### config.mk
export PLATFORM = sky130hd
export DESIGN_NAME = wdog_reset_monitor
export DESIGN_NICKNAME = d
export VERILOG_FILES = /design/src/rtl/wdog_rstmon_pkg.sv /design/src/rtl/rstmon_sync2.sv /design/src/rtl/wdog_reset_monitor.sv
export SDC_FILE = /design/constraint.sdc
export NUM_CORES = 1
export LEC_CHECK = 0
export BUFFER_PORTS_ARGS = -buffer_cell sky130_fd_sc_hd__buf_2
export CAP_MARGIN = 20
export CORE_MARGIN = 2
export CORE_UTILIZATION = 55
export DETAILED_ROUTE_END_ITERATION = 6
export PLACE_DENSITY = 0.78
export SLEW_MARGIN = 20
export SYNTH_ARGS = -nofsm -noshare
export SYNTH_HDL_FRONTEND = slang
export SYNTH_SLANG_ARGS = --single-unit
### constraint.sdc
create_clock -name pclk -period 5.2 [get_ports pclk]
set_clock_uncertainty 0.1 [all_clocks]
set_input_delay 1.04 -clock pclk [delete_from_list [all_inputs] [get_ports pclk]]
set_output_delay 1.04 -clock pclk [all_outputs]
set_load 0.02 [all_outputs]
### src/rtl/wdog_rstmon_pkg.sv
`default_nettype none
// ============================================================================
// Module   : wdog_rstmon_pkg
// Brief    : Shared state type and default sizing for the watchdog reset monitor
// Revision : 1.0
// ============================================================================
package wdog_rstmon_pkg;

    localparam int c_min_pulse = 4;
    localparam int c_cnt_w     = 8;
    localparam int c_width_w   = 16;

    typedef enum logic [0:0] {
        IDLE   = 1'b0,
        ACTIVE = 1'b1
    } state_t;

endpackage
`default_nettype wire

### src/rtl/rstmon_sync2.sv
`default_nettype none
// ============================================================================
// Module   : rstmon_sync2
// Brief    : Multi-flop level synchronizer, all stages reset to 1 (deasserted);
//            exposes every stage after the first
// Revision : 1.0
// ============================================================================
module rstmon_sync2
    import wdog_rstmon_pkg::*;
#(
    parameter int STAGES = 2
) (
    input  logic              pclk,
    input  logic              presetn,
    input  logic              d,
    output logic [STAGES-1:1] q
);

    logic [STAGES-1:0] r_stage;

    always_ff @(posedge pclk) begin
        if (!presetn) begin
            r_stage <= '1;
        end else begin
            r_stage <= {r_stage[STAGES-2:0], d};
        end
    end

    // Stage 0 may be metastable, so only later stages leave the module.
    assign q = r_stage[STAGES-1:1];

endmodule
`default_nettype wire

### src/rtl/wdog_reset_monitor.sv
`default_nettype none
// ============================================================================
// Module   : wdog_reset_monitor
// Brief    : Synchronizes the watchdog reset line, measures low-pulse width,
//            counts events and flags short pulses. Optional macro
//            WDOG_RSTMON_DEGLITCH_EN adds a 2-sample agreement filter.
// Revision : 1.0
// ============================================================================
module wdog_reset_monitor
    import wdog_rstmon_pkg::*;
#(
    parameter int MIN_PULSE = c_min_pulse,
    parameter int CNT_W     = c_cnt_w,
    parameter int WIDTH_W   = c_width_w
) (
    input  logic               pclk,
    input  logic               presetn,
    input  logic               wdogresn,
    input  logic               clr,
    output logic               in_reset,
    output logic               rst_done,
    output logic [CNT_W-1:0]   event_cnt,
    output logic [WIDTH_W-1:0] last_width,
    output logic               short_pulse
);

    localparam logic [WIDTH_W-1:0] c_min_w = WIDTH_W'(MIN_PULSE);

    logic w_lvl;

`ifdef WDOG_RSTMON_DEGLITCH_EN
    logic [2:1] w_sync;
    logic       r_hold;

    rstmon_sync2 #(.STAGES(3)) u_sync (
        .pclk    (pclk),
        .presetn (presetn),
        .d       (wdogresn),
        .q       (w_sync)
    );

    // Level only moves once two consecutive samples agree.
    assign w_lvl = (w_sync[1] == w_sync[2]) ? w_sync[2] : r_hold;

    always_ff @(posedge pclk) begin
        if (!presetn) begin
            r_hold <= 1'b1;
        end else begin
            r_hold <= w_lvl;
        end
    end
`else
    logic [1:1] w_sync;

    rstmon_sync2 #(.STAGES(2)) u_sync (
        .pclk    (pclk),
        .presetn (presetn),
        .d       (wdogresn),
        .q       (w_sync)
    );

    assign w_lvl = w_sync[1];
`endif

    state_t             r_state;
    state_t             w_state_nxt;
    logic               w_start;
    logic               w_cont;
    logic               w_done;
    logic               w_short;
    logic [WIDTH_W-1:0] r_width;
    logic [WIDTH_W-1:0] r_last;
    logic [CNT_W-1:0]   r_evt;
    logic               r_done;
    logic               r_short;

    always_ff @(posedge pclk) begin
        if (!presetn) begin
            r_state <= IDLE;
        end else begin
            r_state <= w_state_nxt;
        end
    end

    always_comb begin
        w_state_nxt = r_state;
        w_start     = 1'b0;
        w_cont      = 1'b0;
        w_done      = 1'b0;
        case (r_state)
            IDLE: begin
                if (!w_lvl) begin
                    w_state_nxt = ACTIVE;
                    w_start     = 1'b1;
                end
            end
            ACTIVE: begin
                if (w_lvl) begin
                    w_state_nxt = IDLE;
                    w_done      = 1'b1;
                end else begin
                    w_cont = 1'b1;
                end
            end
            default: w_state_nxt = IDLE;
        endcase
    end

    assign w_short = (r_width < c_min_w);

    always_ff @(posedge pclk) begin
        if (!presetn) begin
            r_width <= '0;
            r_last  <= '0;
            r_evt   <= '0;
            r_done  <= 1'b0;
            r_short <= 1'b0;
        end else begin
            r_done <= w_done;
            if (w_start) begin
                r_width <= WIDTH_W'(1);
            end else if (w_cont && !(&r_width)) begin
                r_width <= r_width + WIDTH_W'(1);
            end
            // A completing event takes priority over a simultaneous clear.
            if (w_done) begin
                r_last  <= r_width;
                r_evt   <= clr ? CNT_W'(1) : ((&r_evt) ? r_evt : r_evt + CNT_W'(1));
                r_short <= (clr ? 1'b0 : r_short) | w_short;
            end else if (clr) begin
                r_evt   <= '0;
                r_short <= 1'b0;
            end
        end
    end

    assign in_reset    = (r_state == ACTIVE);
    assign rst_done    = r_done;
    assign event_cnt   = r_evt;
    assign last_width  = r_last;
    assign short_pulse = r_short;

endmodule
`default_nettype wire
# Yosys cells after proc, flatten, opt, wreduce, memory -nomap -nowiden
# Cells that the tools add are included.
# Widths: inputs -> output; s select.
[totals]
ff_bits = 45
input_bits = 4
out_inout_bits = 27
elab_cells = 35
[op_classes]
n_addsub = 2
n_lt_le_gt_ge = 1
eq_ne = 1
n_mux = 13
bitwise_logic = 2
n_reduce_logical = 8
[ops]
columns = ["op", "count"]
rows = [
  ["$mux 8", 4],
  ["$add 16x1->16 const B", 1],
  ["$lt 16x3->1 const B", 1],
  ["$reduce_and 16->1", 1],
  ["$mux 1", 9],
  ["$add 8x1->8 const B", 1],
  ["$reduce_and 8->1", 1],
  ["$reduce_bool 2->1", 2],
  ["$ne 2x2->1 const B", 1],
  ["$reduce_and 2->1", 1],
  ["$reduce_or 2->1", 1],
  ["$logic_and 1x1->1", 1],
  ["$logic_not 1->1", 1],
  ["$not 1->1", 1],
  ["$or 1x1->1", 1],
]

# Longest topological paths before layout
# Gate-level depths: netlist of the first run.
[logic_depth]
word_depth = 5
mapped_depth = 6
ltp_nobuf = 5

# By module
# Synthesis of the first run repeated with hierarchy kept, for this count alone.
[hier_totals]
hier_cells = 240
area_unflattened_um2 = 2029.4
[modules_own_cells]
columns = ["module", "n_inst", "cells_each", "area_per_inst_um2", "seq_area_each_um2"]
rows = [
  ["wdog_reset_monitor", 1, 236, 1976.9, 860.8],
  ["rstmon_sync2", 1, 4, 52.6, 40.0],
]

# Least setup slack after synthesis of the first run
# No wires, ideal clock.
[synth_timing]
path_type = "input port to flip-flop"
start = "input presetn"
end = "register r_width[5]"
setup_time_ns = 0.059
arrival_time_ns = 1.764
required_time_ns = 5.041
path_slack_ns = 3.277
path_stages = 3
path_buffers = 0
cell_sequence = "o21ai_0 or4_1 nand2_1"
[synth_between]
elab_chain_len = 2
[synth_lines]
columns = ["item", "line_no", "text"]
rows = [
  ["start: declaration", "wdog_reset_monitor.sv:17", "input logic presetn,"],
  ["$not 1->1 (no line)", "-", ""],
  ["$reduce_or 2->1 (no line)", "-", ""],
  ["end signal: assignment", "wdog_reset_monitor.sv:123", "r_width <= r_width + WIDTH_W'(1);"],
  ["end: declaration", "wdog_reset_monitor.sv:71", "logic [WIDTH_W-1:0] r_width;"],
]
# Every way passes these cells.
# A chain may end at the register's enable or synchronous reset.

# Worst setup path in the final report of the first run
[layout_timing]
start = "register r_state, in the netlist in_reset"
end = "register r_width[15]"
[layout_between]
elab_chain_len = 2
elab_cells_between_ends = 4
classes_between = "2 x mux; 2 x reduce/logical"
[layout_lines]
columns = ["item", "line_no", "text"]
rows = [
  ["start: declaration", "wdog_reset_monitor.sv:65", "state_t r_state;"],
  ["start signal: assignment", "wdog_reset_monitor.sv:81", "r_state <= w_state_nxt;"],
  ["$mux 1", "wdog_reset_monitor.sv:90", "case (r_state)"],
  ["$reduce_or 2->1 (no line) / $logic_and 1x1->1 (equally long branches)", "-", ""],
]
# Parallel ways exist; a longest one is shown, timed or not.

==> results of run 1 <==
==> registers in the layout (all words and copies together), names as in the netlist <==
signal	cells
r_width	16
short_pulse	1
rst_done	1
event_cnt	8
last_width	16
in_reset	1
u_sync.r_stage	2
==> worst reg2reg max path, delay by kind of cell, from the launching register on <==
kind	cells	cell delay, ns
flops	1	0.48
simple gates	3	1.38
compound gates	1	0.15
==> final timing paths <==
| kind | startpoint | endpoint | slack [ns] | depth (start not counted) |
|---|---|---|---|---|
| worst max register to register | in_reset | r_width[15] | 3.03 | 4 |
| worst min register to register | u_sync.r_stage[0] | u_sync.r_stage[1] | 0.32 | 1 |
| worst min-delay path | u_sync.r_stage[0] | u_sync.r_stage[1] | 0.32 | 1 |
| worst max-delay path | in_reset | r_width[15] | 3.03 | 4 |
==> cells by family after synthesis <==
kind of cell / Yosys count / synth area share
buffers and inverters: 12 / 0.0341
flip-flops: 45 / 0.438
XOR/XNOR: 2 / 0.00853
AND/OR/NAND/NOR: 108 / 0.304
AO/OA/AOI/OAI: 62 / 0.202
adder cells (fa/ha/maj): 2 / 0.0122
==> per-stage QoR <==
stage / std cells / total power, mW / instance area [µm²] / setup WS, ns
final: 308 / 0.673 / 2340 / 3.03
after global routing: 308 / 0.693 / 2340 / 2.90
after CTS: 308 / 0.675 / 2340 / 3.05
after detailed placement: 300 / 0.374 / 2210 / 2.75
after global placement: 300 / 0.373 / 2210 / 2.77
after floorplan: 231 / 0.369 / 2050 / 3.28
==> final cells by class <==
type                            instances  area, µm²  area share
Clock inverter                          3       65.1      0.0278
Timing Repair Buffer                   31        158      0.0673
Clock buffer                            5       68.8      0.0294
Tap cell                               48       60.1      0.0256
Sequential cell                        45        901       0.384
Inverter                                2       7.51     0.00320
Multi-Input combinational cell        174       1080       0.462
==> power groups by stage <==
stage | clock, mW | combinational [mW] | sequential, mW
global route | 0.325 | 0.0194 | 0.349
CTS | 0.310 | 0.0174 | 0.348
floorplan | 0 | 0.0121 | 0.356
global placement | 0 | 0.0169 | 0.357
detailed placement | 0 | 0.0174 | 0.356
finish | 0.307 | 0.0172 | 0.348
==> routing by layer <==
layer	GRT usage	vias up
met3	0.0394	7
met1	0.283	857
li1	-	914
met5	0	-
met2	0.369	32
met4	0.0807	0
==> synthesized netlist by cell type (all sizes together) <==
cell / n / area share
nor2b: 4 / 0.012
clkbuf: 6 / 0.012
a211oi: 4 / 0.015
o21a: 1 / 0.0037
nor2: 4 / 0.0073
o211ai: 2 / 0.0073
nand3: 9 / 0.022
nor3: 4 / 0.0097
o41ai: 1 / 0.0043
buf: 4 / 0.019
o21ai: 11 / 0.027
or4: 6 / 0.022
a31oi: 1 / 0.0030
a21o: 1 / 0.0037
and4: 2 / 0.0085
ha: 2 / 0.012
o31ai: 4 / 0.015
dfxtp: 45 / 0.44
nand4: 7 / 0.039
nand3b: 2 / 0.0073
and2: 2 / 0.0073
o211a: 2 / 0.0097
nand2b: 4 / 0.012
o2111ai: 2 / 0.0085
and3: 6 / 0.018
nand2: 43 / 0.079
a21oi: 14 / 0.034
o21ba: 1 / 0.0049
xnor2: 2 / 0.0085
o311ai: 1 / 0.0043
a41oi: 1 / 0.0043
nand4b: 1 / 0.0043
inv: 2 / 0.0037
and4b: 1 / 0.0049
or3: 6 / 0.018
a21boi: 16 / 0.058
nor4b: 1 / 0.0043
nor4: 6 / 0.029
==> metrics.txt, run 1 <==
Worst-Skew Late Latency 0.29 ns; Iter 0 DRT Violations 81; global-route wire length before repair 7310 µm; most frequent cells in the layout dfxtp_1 (45), nand2_1 (43), buf_2 (30); switching power 0.130 mW; Required @ worst endpoint 5.33 ns; # hold bufs at CTS 0; CTS Buf Count 5; vias in the first global route 1,661; clock tree buffer depth 2; sequential area share after synthesis 0.438; wl on met1 2000 µm; final setup fails 0; Post-Syn Area 0.00205 mm²; clock share of power 0.457; first drt pass iteration count 4; post-CTS sizing 0; Hold/Removal Path Class reg2reg; IO Pins 31; Top Layer Used met4; unrepaired setup endpoints after global routing no; Synth cell types 48; Pint 0.543 mW; CTS clock-pin slew for the worst setup and hold paths 0.08 ns; Core Box Area 0.00363 mm²; setup TNS 0 ns; Die X 65.1 µm; n_diodes 0; share of post-route cells with drive strength above 1 0.177; DRC 0; Yosys reg bits 45; GR Overflow Total 0; number of routed nets with antenna violations 0; Buf/Inv on CP 0; pwr dens 287 mW/mm²; run status finished clean; vias per inst 5.88; GRT Util Overall 0.219; sequential power share 0.518; Final period util 0.418; Max-slew headroom 0.543; CTS Root Cell clkbuf_8; Worst IR Drop VDD 170 µV; Die Footprint 0.00424 mm²; Syn Area/Cell 8.89 µm²; Setup CP Type reg2reg; crit path DAT 2.30 ns; CTS H-tree depth 2; Final #Nets 265; DR WL met3 178 µm; worst-path maximum fanout 10; Top delay family on crit path simple AND/OR/NAND/NOR gates; final wirelength 4260 µm; Post-CTS Setup Inserts 0; input/output buffers 30; largest net degree at the start of global routing 27; layout overhead on the synthesized area 14.1%; Comb power frac 0.026; leakage power 0.921 nW; Max stage delay cell, worst path nor2b_1; Slew Viols, Final 0; max cap viols 0; Mapped Cells 231; die height 65.1 µm; filler cell count 314; commonest non-fill, non-tap cell in the layout dfxtp_1; fmax 460 MHz; Clock Sinks 45; crit start category register; Switching Fraction 0.193; Post-DP HPWL 3060 µm; Final Util 0.645; CP cell instances nor2b_1, nand4_4, or4_1, a21oi_1; CTS tree built; Initial Util 0.565; std cell rows 22; crit end category register; Tmin final 2.17 ns; GP Congestion 0.835; crit-path max cell delay 0.61 ns; final hold vios 0; transition time of the tightest slew-check pin 0.681 ns; Hold WS 0.321 ns; synth warn 0; routed via count 1,810; synthesized net count 237; initial antenna violation count 0; DR WL/cell 13.8 µm; WL met2 2020 µm
Note: power is estimated with default switching activity, not from simulation.
==> run 2, diff against run 1 <==
==> constraint.sdc (replaced) <==
create_clock -name pclk -period 2.01 [get_ports pclk]
set_clock_uncertainty 0.1 [all_clocks]
set_input_delay 0.402 -clock pclk [delete_from_list [all_inputs] [get_ports pclk]]
set_output_delay 0.402 -clock pclk [all_outputs]
set_load 0.02 [all_outputs]
==> run 2 against run 1 <==
Net effect: flip-flop and latch count unchanged; sequential share of layout area down 1.6 points; cell count up 3.9%; cell area up 4.2%; via count up 0.77%; first-iteration DRC count up 31%; clock power rose to 2.6 times the previous value.
==> metrics.txt, run 2 (same netlist as run 1, synthesis figures left out) <==
Worst IR Drop VDD 414 µV (was 170 µV); Clock Sinks 45 (unchanged); CTS tree built (unchanged); Max-slew headroom 0.646 (was 0.543); Slew Viols, Final 0 (unchanged); setup TNS 0 ns (unchanged); DRC 0 (unchanged); share of post-route cells with drive strength above 1 0.213 (was 0.177); global-route wire length before repair 7460 µm (was 7310 µm); vias in the first global route 1,595 (was 1,661); post-route total power 1.75 mW (was 0.673 mW); vias per inst 5.70 (was 5.88); Hold Startpoint wdogresn (was u_sync.r_stage[0]); post-route setup slack 0.124 ns (was 3.03 ns); r2r startpoint r_width[0] (was in_reset); Die X 65.1 µm (unchanged); leakage power 0.999 nW (was 0.921 nW); CTS clock-pin slew for the worst setup and hold paths 0.08 ns (about the same); filler cell count 297 (was 314); Post-DP HPWL 3080 µm (was 3060 µm); run status finished clean (unchanged); final hold vios 0 (unchanged); std cell rows 22 (unchanged); Core Box Area 0.00363 mm² (unchanged); layout overhead on the synthesized area 18.9% (was 14.1%); Worst-Skew Late Latency 0.30 ns (was 0.29 ns); GRT Util Overall 0.227 (was 0.219); Die Footprint 0.00424 mm² (unchanged); crit start category register (unchanged); DR WL/cell 13.8 µm (about the same); GP Congestion 0.833 (was 0.835); CTS H-tree depth 2 (unchanged); transition time of the tightest slew-check pin 0.530 ns (was 0.681 ns); CTS Root Cell clkbuf_8 (unchanged); commonest non-fill, non-tap cell in the layout dfxtp_1 (unchanged); Initial Util 0.565 (unchanged); GR Overflow Total 0 (unchanged); max cap viols 0 (unchanged); crit-path max cell delay 0.46 ns (was 0.61 ns); die height 65.1 µm (unchanged); Setup CP Type reg2reg (unchanged); Setup crit start r_width[0] (was in_reset); clock tree buffer depth 2 (unchanged); Tmin final 1.89 ns (was 2.17 ns); DP Worst Slack 0.205 ns (was 2.75 ns); worst-path maximum fanout 5 (was 10); Final period util 0.938 (was 0.418); final setup fails 0 (unchanged); pwr dens 716 mW/mm² (was 287 mW/mm²); unrepaired setup endpoints after global routing no (unchanged); most frequent cells in the layout dfxtp_1 (45), nand2_1 (43), buf_2 (30) (unchanged); Max stage delay cell, worst path or4_1 (was nor2b_1); Hold/Removal Path Class in2reg (was reg2reg); Required @ worst endpoint 2.14 ns (was 5.33 ns); final wirelength 4410 µm (was 4260 µm); number of routed nets with antenna violations 0 (unchanged); crit end category register (unchanged); initial antenna violation count 0 (unchanged); Iter 0 DRT Violations 106 (was 81); crit path DAT 2.02 ns (was 2.30 ns); n_diodes 0 (unchanged); CP cell instances ha_1, nand4_1, buf_4, o2111ai_1, or4_1, a21oi_1 (was nor2b_1, nand4_4, or4_1, a21oi_1); IO Pins 31 (unchanged); Post-CTS Setup Inserts 0 (unchanged); largest net degree at the start of global routing 19 (was 27); routed via count 1,824 (was 1,810); CTS Buf Count 5 (unchanged); input/output buffers 30 (unchanged); Final #Nets 277 (was 265); first drt pass iteration count 4 (unchanged); fmax 530 MHz (was 460 MHz)
==> run 2: cell count changes in the layout (fill, tap and decap cells not counted) <==
cell and delta:
nor4_4 +1, nor4_2 -1, buf_4 +12
==> run 2: worst paths after layout <==
check	slack, ns	endpoint	cells after the start
setup / recovery	0.12	r_width[15]	6
hold / removal	0.20	u_sync.r_stage[0]	2
setup reg to reg	0.12	r_width[15]	6
hold reg to reg	0.32	u_sync.r_stage[1]	1
==> run 2: worst max-delay path: cells and delay by family (launching register included) <==
kind                       cells  cell delay [ns]
AOI/OAI and AO/OA              2             0.33
DFF                            1             0.35
and+or+nand+nor                2             0.63
adders and majority gates      1             0.25
buffers and inverters          1             0.17
==> run 2: layout make-up <==
type	instances	area (µm²)	area share
multi-input combinational	174	1090	0.447
clock inverter	3	65.1	0.0266
inverter	2	7.51	0.00307
tap	48	60.1	0.0246
clock buffer	5	68.8	0.0282
sequential	45	901	0.369
timing repair buffer	43	248	0.101
==> run 2: repair_timing <==
| item | in CTS | in global routing |
|---|---|---|
| hold buffers | 0 | 0 |
| endpoints found under the setup margin | 0 | 1 |
| endpoints found under the hold margin | 0 | 0 |
| gates resized for setup | 0 | 1 |
==> run 2: through the flow <==
stage	std cells	util	instance area, µm²	hold slack, ns
2_1_floorplan	231	-	2050	0.286
3_3_place_gp	312	0.633	2300	0.299
3_5_place_dp	312	0.633	2300	0.303
4_1_cts	320	0.670	2430	0.189
5_1_grt	320	0.672	2440	0.222
6_report	320	0.672	2440	0.197
==> run 2: layer usage <==
metal | part of all wire | track usage | up-vias
met1 | 0.49 | 0.304 | 849
met4 | 0.015 | 0.0781 | 0
met3 | 0.039 | 0.0514 | 7
met5 | 0 | 0 | -
met2 | 0.46 | 0.363 | 34
li1 | - | - | 934
==> run 2: report_power, final <==
part / switching (mW) / leakage [nW] / total [mW] / internal (mW)
registers: 0.00447 / 0.363 / 0.900 / 0.895
logic: 0.0307 / 0.567 / 0.0495 / 0.0187
clock network: 0.306 / 0.0681 / 0.800 / 0.494
